===== config.mk =====
export PLATFORM = sky130hd
export DESIGN_NAME = decoder_nto2n_seq
export DESIGN_NICKNAME = d
export VERILOG_FILES = /design/src/rtl/decoder_pkg.sv /design/src/rtl/decoder_nto2n_seq_scan_counter.sv /design/src/rtl/decoder_nto2n_seq.sv
export SDC_FILE = /design/constraint.sdc
export NUM_CORES = 1
export LEC_CHECK = 0
export ABC_AREA = 0
export CORE_UTILIZATION = 35
export CTS_CLUSTER_SIZE = 30
export DETAILED_ROUTE_END_ITERATION = 10
export PLACE_DENSITY = 0.8
export SLEW_MARGIN = 15
export SYNTH_ARGS = -nofsm -noshare
export SYNTH_HDL_FRONTEND = slang
export SYNTH_SLANG_ARGS = --single-unit

===== constraint.sdc =====
create_clock -name clk -period 1.5 [get_ports clk]
set_clock_uncertainty 0.15 [all_clocks]
set_input_delay 0.15 -clock clk [delete_from_list [all_inputs] [get_ports clk]]
set_output_delay 0.15 -clock clk [all_outputs]
set_load 0.01 [all_outputs]

===== src/rtl/decoder_pkg.sv =====
// Shared types for the n-to-2^n sequenced decoder.
// Scan mode is compiled in with DECODER_SCAN_EN.
package decoder_pkg;

  typedef enum logic [1:0] {
    IDLE   = 2'd0,
    DIRECT = 2'd1,
    SCAN   = 2'd2
  } state_t;

  localparam logic MODE_DIRECT = 1'b0;
  localparam logic MODE_SCAN   = 1'b1;

endpackage


===== src/rtl/decoder_nto2n_seq_scan_counter.sv =====
// Scan position / dwell counter; presents next index and wrap
// so the top can register them alongside y.
module scan_counter #(
  parameter int SEL_W   = 3,
  parameter int DWELL_W = 4
) (
  input  logic               clk,
  input  logic               rst_n,
  input  logic               start,
  input  logic               run,
  input  logic [DWELL_W-1:0] dwell,
  output logic [SEL_W-1:0]   pos_d,
  output logic               wrap_d
);

  logic [SEL_W-1:0]   pos;
  logic [DWELL_W-1:0] cnt;
  logic [DWELL_W-1:0] cnt_d;

  always_comb begin
    pos_d  = pos;
    cnt_d  = cnt;
    wrap_d = 1'b0;
    if (start) begin
      pos_d = '0;
      cnt_d = dwell;
    end else if (run) begin
      if (cnt != '0) begin
        cnt_d = cnt - DWELL_W'(1);
      end else begin
        pos_d  = pos + SEL_W'(1);
        cnt_d  = dwell;
        wrap_d = (pos == {SEL_W{1'b1}});
      end
    end
  end

  always_ff @(posedge clk or negedge rst_n) begin
    if (!rst_n) begin
      pos <= '0;
      cnt <= '0;
    end else begin
      pos <= pos_d;
      cnt <= cnt_d;
    end
  end

endmodule


===== src/rtl/decoder_nto2n_seq.sv =====
// Registered binary-to-one-hot decoder with handshake and
// optional scan mode (DECODER_SCAN_EN).
module decoder_nto2n_seq
  import decoder_pkg::*;
#(
  parameter int SEL_W   = 3,
  parameter int DWELL_W = 4
) (
  input  logic                  clk,
  input  logic                  rst_n,
  input  logic                  en,
  input  logic                  mode,
  input  logic                  sel_valid,
  input  logic [SEL_W-1:0]      sel,
  output logic                  sel_ready,
  input  logic [DWELL_W-1:0]    dwell,
  output logic [(1<<SEL_W)-1:0] y,
  output logic                  y_valid,
  output logic [SEL_W-1:0]      idx,
  output logic                  wrap
);

  localparam int OUT_W = 1 << SEL_W;
  localparam logic [OUT_W-1:0] ONE = OUT_W'(1);

  state_t           state;
  logic             scan_mode;
  logic [SEL_W-1:0] pos_d;
  logic             wrap_d;

`ifdef DECODER_SCAN_EN
  logic start;
  logic run;

  assign scan_mode = (mode == MODE_SCAN);
  assign start     = en & scan_mode & (state != SCAN);
  assign run       = en & scan_mode & (state == SCAN);

  scan_counter #(
    .SEL_W   (SEL_W),
    .DWELL_W (DWELL_W)
  ) u_scan (
    .clk    (clk),
    .rst_n  (rst_n),
    .start  (start),
    .run    (run),
    .dwell  (dwell),
    .pos_d  (pos_d),
    .wrap_d (wrap_d)
  );
`else
  wire unused_scan = ^{mode, dwell};

  assign scan_mode = 1'b0;
  assign pos_d     = '0;
  assign wrap_d    = 1'b0;
`endif

  assign sel_ready = en & ~scan_mode;

  always_ff @(posedge clk or negedge rst_n) begin
    if (!rst_n) begin
      state   <= IDLE;
      y       <= '0;
      y_valid <= 1'b0;
      idx     <= '0;
      wrap    <= 1'b0;
    end else if (!en) begin
      state   <= IDLE;
      y       <= '0;
      y_valid <= 1'b0;
      wrap    <= 1'b0;
    end else if (scan_mode) begin
      state   <= SCAN;
      y       <= ONE << pos_d;
      idx     <= pos_d;
      y_valid <= 1'b1;
      wrap    <= wrap_d;
    end else begin
      state <= DIRECT;
      wrap  <= 1'b0;
      if (sel_valid) begin
        y       <= ONE << sel;
        idx     <= sel;
        y_valid <= 1'b1;
      end else if (state != DIRECT) begin
        // leaving SCAN: blank until the first accepted code
        y       <= '0;
        y_valid <= 1'b0;
      end
    end
  end

endmodule

==> results of run 1 <==
## registers in the layout (all words and copies together) (netlist names)
register	count
idx	3
state	1
y	8
y_valid	1
## through the flow
step	cell area (sq um)	setup slack (ns)
floorplan	519	0.371
global placement	717	0.0169
detailed placement	717	-0.00624
CTS	743	0.00948
global route	763	0.000394
finish	763	0.0242
## what timing repair did
item,4_1_cts,5_1_grt
hold buffers,0,0
setup buffers,0,0
gates resized for setup,0,8
endpoints found under the setup margin,0,8
## worst register-to-register path, cell delays in order, from the launching register on
cell and delay [ns]:
dfrtp_1 0.37, and3b_1 0.27, a32o_2 0.25
## cell usage in the layout, fill, tap and decap left out
master | netlist | layout
a32o_1 | 1 | 1
clkbuf_4 | 0 | 3
and3_2 | 1 | 1
nor2_1 | 1 | 1
a21o_1 | 1 | 1
dfrtp_1 | 13 | 13
mux2_2 | 2 | 2
a22o_1 | 4 | 4
inv_1 | 1 | 1
dlymetal6s2s_1 | 0 | 8
and3b_2 | 1 | 1
clkdlybuf4s50_1 | 0 | 11
clkbuf_1 | 0 | 1
nor2b_1 | 2 | 2
a32o_2 | 3 | 3
a21oi_1 | 1 | 1
and3b_1 | 1 | 1
buf_4 | 2 | 2
conb_1 | 1 | 1
nand2_1 | 1 | 1
## logic make-up after synthesis
logic type             after synthesis  synth area share (%)
flip-flops                          13                  62.7
AND/OR/NAND/NOR                      7                  8.91
buffers and inverters                4                  5.78
other                                1                 0.722
multiplexers                         2                  4.34
AO/OA/AOI/OAI                       10                  17.6
## layer usage
metal	track usage, %	share of wire (%)	routed length (um)
met5	0	0	0
met4	7.50	0	0
met3	3.33	5.0	49
met2	17.5	48	474
met1	19.7	47	460
## worst paths after layout
kind	cells after the start	slack [ns]	start	endpoint
setup / recovery	2	0.02	en	sel_ready
hold / removal	2	0.02	rst_n	y[1]
setup reg to reg	2	0.35	state[0]	y[1]
hold reg to reg	1	0.35	idx[2]	idx[2]
max in group asynchronous	2	1.02	rst_n	state[0]
min in group clk	1	0.35	idx[2]	idx[2]
## final cells by class
cell class	count	area share, %
inverter	1	0.492
tap	15	2.46
timing repair buffer	21	29.5
multi-input combinational	20	21.5
clock buffer	4	3.44
sequential	13	42.6
## power by group through the flow
stage	Combinational, mW	Sequential [mW]	Clock, mW
final	0.110	0.377	0.213
after global placement	0.110	0.385	0
after detailed placement	0.113	0.385	0
after floorplan	0.0351	0.393	0
after global routing	0.120	0.379	0.233
after CTS	0.113	0.378	0.221
==> key figures, run 1 <==
Logic synthesis
  • Post-synth EDFFs: 0
  • Fraction of synthesized cell area taken by the top area cell type: between 60 and 70%
  • Yosys warnings: 0
  • Main area contributors after synthesis: dfrtp_1 63%, a22o_1 6.7%, a32o_2 6.5%, mux2_2 4.3%, buf_4 2.9%
  • Asr flop ratio synth: 100%
  • Syn Nets: between 40 and 50
  • Synth cell types: 17
  • Primary FF master, synth: dfrtp_1
  • Post-Syn Instances: 37
  • Mapped Area: ~520 sq um
  • Syn Area/Cell: about 14 sq um
  • Most frequent cells after synthesis: 13 x dfrtp_1, 4 x a22o_1, 3 x a32o_2
  • Synth Register Bits: 13
  • Cell taking the most area after synthesis: dfrtp_1
  • Register area share after synthesis: between 60% and 70%
  • Count leader, synth: dfrtp_1

Finish
  • Diodes inserted: 0
  • Layout cells sized above 1: roughly 20%
  • Fin nets: 72
  • Multi-input gate area: around 160 sq um
  • P&R area growth vs syn: 47.0%
  • Post-layout util: a little under three fifths
  • Sequential cell area: between 300 and 400 sq um
  • Final non-filler cell total: 74
  • FILL cells: 121

Pwr
  • Part of the power in combinational logic: around 16%
  • Ratio of total power to cell area: around 900 mW/mm^2
  • VDD IR-drop max: around 0.00042 V
  • Switch share: about a quarter
  • Power share of the sequential group: between 50% and 60%
  • Clock power frac: a little under a third
  • Int Pwr: 0.535 mW
  • P_leak: around 0.49 nW
  • P_sw: between 0.15 and 0.2 mW
  • Design Power: 0.700 mW

Timing
  • Fin. Hold Viols: 0
  • Worst hold slack: around 0.02 ns
  • Final setup violation count: 0
  • Fin crit share: between 90% and 100%
  • Max Slew Vio Count: 0
  • RSZ-0062 raised after global routing: false
  • Tmin final: between 1 and 1.5 ns
  • Max frequency: approximately 680 MHz
  • Setup TNS: 0 ns

Global routing
  • Initial antenna violation count: 0
  • GRT Total Usage: 13.4%
  • Largest net degree at the start of global routing: 14
  • First-pass GRT wire length: around 1400 um
  • Vias in the first global route: approximately 310
  • GRT Residual Overflow: 0

Drt
  • Residual DRC count: 0
  • Vias per cell: about 5.1
  • WL per Instance: between 10 and 15 um
  • DRT iter0 DRCs: 3
  • Via count: between 300 and 400
  • Post-DRT Antenna Nets: 0
  • Total wire length: slightly below 1000 um
  • Drt pass-1 iters: 4

Setup path
  • Crit-path cells: clkdlybuf4s50_1 -> clkdlybuf4s50_1
  • Slowest stage delay, CP: 0.54 ns
  • Data required, critical path: approximately 1.2 ns
  • Critical path arrival: roughly 1.2 ns
  • Top cell family by delay on the critical path: buffers and inverters
  • Setup CP Type: primary input to output pin
  • Worst Setup End Kind: output pin
  • CP Buf/Inv Count: 2
  • Slowest cell on crit path: clkdlybuf4s50_1
  • Critical Path Start Type: primary input
  • Top fanout value on the critical path: 2
  • Most frequent CP cell: clkdlybuf4s50_1

Flow run
  • Max Cap Violations: 0

Clock network
  • CTS Root Cell: clkbuf_4
  • Clk buf depth: 2
  • Skew-Pair Late Insertion Delay: 0.27 ns
  • CTS Buf Count: 3
  • CTS tree: yes
  • Clock transition at path regs: around 0.080 ns
  • CTS sink cnt: 13
  • H-tree Lvls: 1

Status
  • Status: completed

Place
  • Placed Instances: 70
  • Number of port buffers: 19
  • Routability cong.: 0.700

Die
  • # rows: 13
  • Die width: around 41 um
  • Core ar.: around 0.0013 sq mm
  • I/O pin count: 26
  • Initial Util: between 30% and 40%
  • Die footprint: between 0.0015 and 0.002 sq mm
  • Die Y: between 40 and 50 um

Min path
  • Hold/Removal Path Class: primary input to asynchronous set/reset pin
(Power assumes the default switching activity.)
==> inputs of run 2 (changes only) <==
Settings changed: CORE_UTILIZATION 35 to 37, PLACE_DENSITY 0.8 to 0.84.
==> key figures, run 2 (synthesis results as in run 1) <==
Global routing
  • Initial antenna violation count: 0 (unchanged)
  • Largest net degree at the start of global routing: 14 (unchanged)
  • Vias in the first global route: 295 (was 313)
  • First-pass GRT wire length: 1350 um (was 1410 um)
  • GRT Total Usage: 13.8% (was 13.4%)
  • GRT Residual Overflow: 0 (unchanged)

Setup path
  • Top cell family by delay on the critical path: buffers and inverters (unchanged)
  • Critical Path Start Type: flip-flop (was primary input)
  • Worst Setup End Kind: output pin (unchanged)
  • Setup CP Type: flip-flop to output pin (was primary input to output pin)
  • Top fanout value on the critical path: 2 (unchanged)
  • Crit-path cells: clkdlybuf4s50_1 (was clkdlybuf4s50_1 -> clkdlybuf4s50_1)
  • Worst r2r path cells: 2 (unchanged)
  • Slowest stage delay, CP: 0.54 ns (about the same)
  • Slowest cell on crit path: clkdlybuf4s50_1 (unchanged)
  • WP depth: 1 (was 2)
  • CP Buf/Inv Count: 1 (was 2)
  • Critical Path Start: y[6] (was en)
  • Data required, critical path: 1.20 ns (about the same)
  • Worst setup path endpoint: y[6] (was sel_ready)
  • R2r setup slk: 0.34 ns (was 0.35 ns)
  • Worst r2r src: state[0] (unchanged)
  • Terminus of the critical flop-to-flop path: y[0] (was y[1])
  • Critical path arrival: 1.17 ns (was 1.18 ns)

Timing
  • Fin crit share: 97.7% (was 98.4%)
  • Max Slew Vio Count: 0 (unchanged)
  • Max frequency: 682 MHz (was 678 MHz)
  • RSZ-0062 raised after global routing: false (unchanged)
  • Tmin final: 1.47 ns (was 1.48 ns)
  • Fin. Hold Viols: 0 (unchanged)
  • Setup TNS: 0 ns (unchanged)
  • Final setup violation count: 0 (unchanged)

Drt
  • DRT iter0 DRCs: 7 (was 3)
  • Residual DRC count: 0 (unchanged)
  • Via count: 366 (was 378)
  • WL per Instance: 11.8 um (was 13.3 um)
  • Vias per cell: 4.95 (was 5.11)
  • Post-DRT Antenna Nets: 0 (unchanged)
  • Total wire length: 873 um (was 984 um)
  • Drt pass-1 iters: 3 (was 4)

Pwr
  • VDD IR-drop max: 0.000508 V (was 0.000422 V)
  • Ratio of total power to cell area: 911 mW/mm^2 (was 917 mW/mm^2)
  • P_leak: 0.474 nW (was 0.489 nW)
  • Design Power: 0.695 mW (was 0.700 mW)

Finish
  • Diodes inserted: 0 (unchanged)
  • P&R area growth vs syn: 47.0% (unchanged)
  • Max reg flops: 8 (unchanged)
  • Most frequent cells in the layout: 13 x dfrtp_1, 11 x clkdlybuf4s50_1, 8 x dlymetal6s2s_1, 4 x a22o_1 (unchanged)
  • Commonest non-fill, non-tap cell in the layout: dfrtp_1 (unchanged)
  • Largest regs: y (8), idx (3) (unchanged)
  • Largest Register: y (unchanged)
  • Fin nets: 72 (unchanged)
  • Layout cells sized above 1: 20.3% (unchanged)

Die
  • Initial Util: 39.9% (was 38.9%)
  • # rows: 13 (unchanged)
  • Die Y: 39.5 um (was 40.5 um)
  • Die width: 39.5 um (was 40.5 um)
  • I/O pin count: 26 (unchanged)
  • Core ar.: 0.00130 sq mm (was 0.00133 sq mm)
  • Die footprint: 0.00156 sq mm (was 0.00164 sq mm)

Place
  • Routability cong.: 0.687 (was 0.700)
  • Final HPWL DP: 657 um
  • Number of port buffers: 19 (unchanged)

Clock network
  • Skew-Pair Late Insertion Delay: 0.27 ns (about the same)
  • CTS tree: yes (unchanged)
  • CTS sink cnt: 13 (unchanged)
  • CTS hold repair buffers: 0 (unchanged)
  • H-tree Lvls: 1 (unchanged)
  • CTS Root Cell: clkbuf_4 (unchanged)
  • Clock transition at path regs: 0.08 ns (about the same)
  • CTS Buf Count: 3 (unchanged)
  • Clk buf depth: 2 (unchanged)

Min path
  • Hold/Removal Path Class: primary input to asynchronous set/reset pin (unchanged)

Status
  • Status: completed (unchanged)

Flow run
  • Max Cap Violations: 0 (unchanged)
run 2: cell counts in the layout (fill, tap and decap cells not counted):
Identical to the previous run, type by type.
run 2: worst min-delay path by stage:
stage / slack (ns) / to / cells past startpoint / start
5_1_grt: 0.03 / idx[0] / 2 / rst_n
6_report: 0.02 / y[1] / 2 / rst_n
3_3_place_gp: 0.31 / idx[1] / 2 / rst_n
4_1_cts: 0.01 / idx[1] / 2 / rst_n
2_1_floorplan: -0.30 / idx[0] / 0 / rst_n
3_5_place_dp: 0.31 / idx[1] / 2 / rst_n
run 2: report_power, final:
part	leakage, nW	switching [mW]	internal, mW
Combinational	0.288	0.0447	0.0622
Clock	0.0150	0.108	0.103
Sequential	0.171	0.00878	0.369
Total	0.474	0.162	0.534
run 2: final cells by class:
class,count,area (sq um)
Clock buffer,4,26.3
Inverter,1,3.75
Tap cell,15,18.8
Fill cell,115,538
Sequential cell,13,325
Multi-Input combinational cell,20,164
Timing Repair Buffer,21,225
run 2: what timing repair did:
action,in CTS,in global routing
setup endpoints to repair,0,8
resized for setup,0,8
setup buffers,0,0
run 2: metal layers:
layer  up-vias  GRT usage [%]  part of all wire (%)  wire length, um
li1        178              -                     -                -
met3         0           4.55                   6.8               59
met1       172           19.8                    47              406
met2        16           17.6                    47              407
met5         -              0                     0                0
met4         0           7.76                     0                0
run 2: metrics by stage:
stage | hold slack [ns] | utilization, % | cell area, sq um | cells | setup slack (ns)
after global routing | 0.0269 | 58.7 | 763 | 74 | 0.00195
after CTS | 0.0119 | 57.1 | 743 | 74 | 0.0223
after global placement | 0.313 | 55.1 | 717 | 70 | 0.0105
after floorplan | -0.296 | - | 519 | 37 | 0.371
after detailed placement | 0.313 | 55.1 | 717 | 70 | 0.0113
final | 0.0161 | 58.7 | 763 | 74 | 0.0344
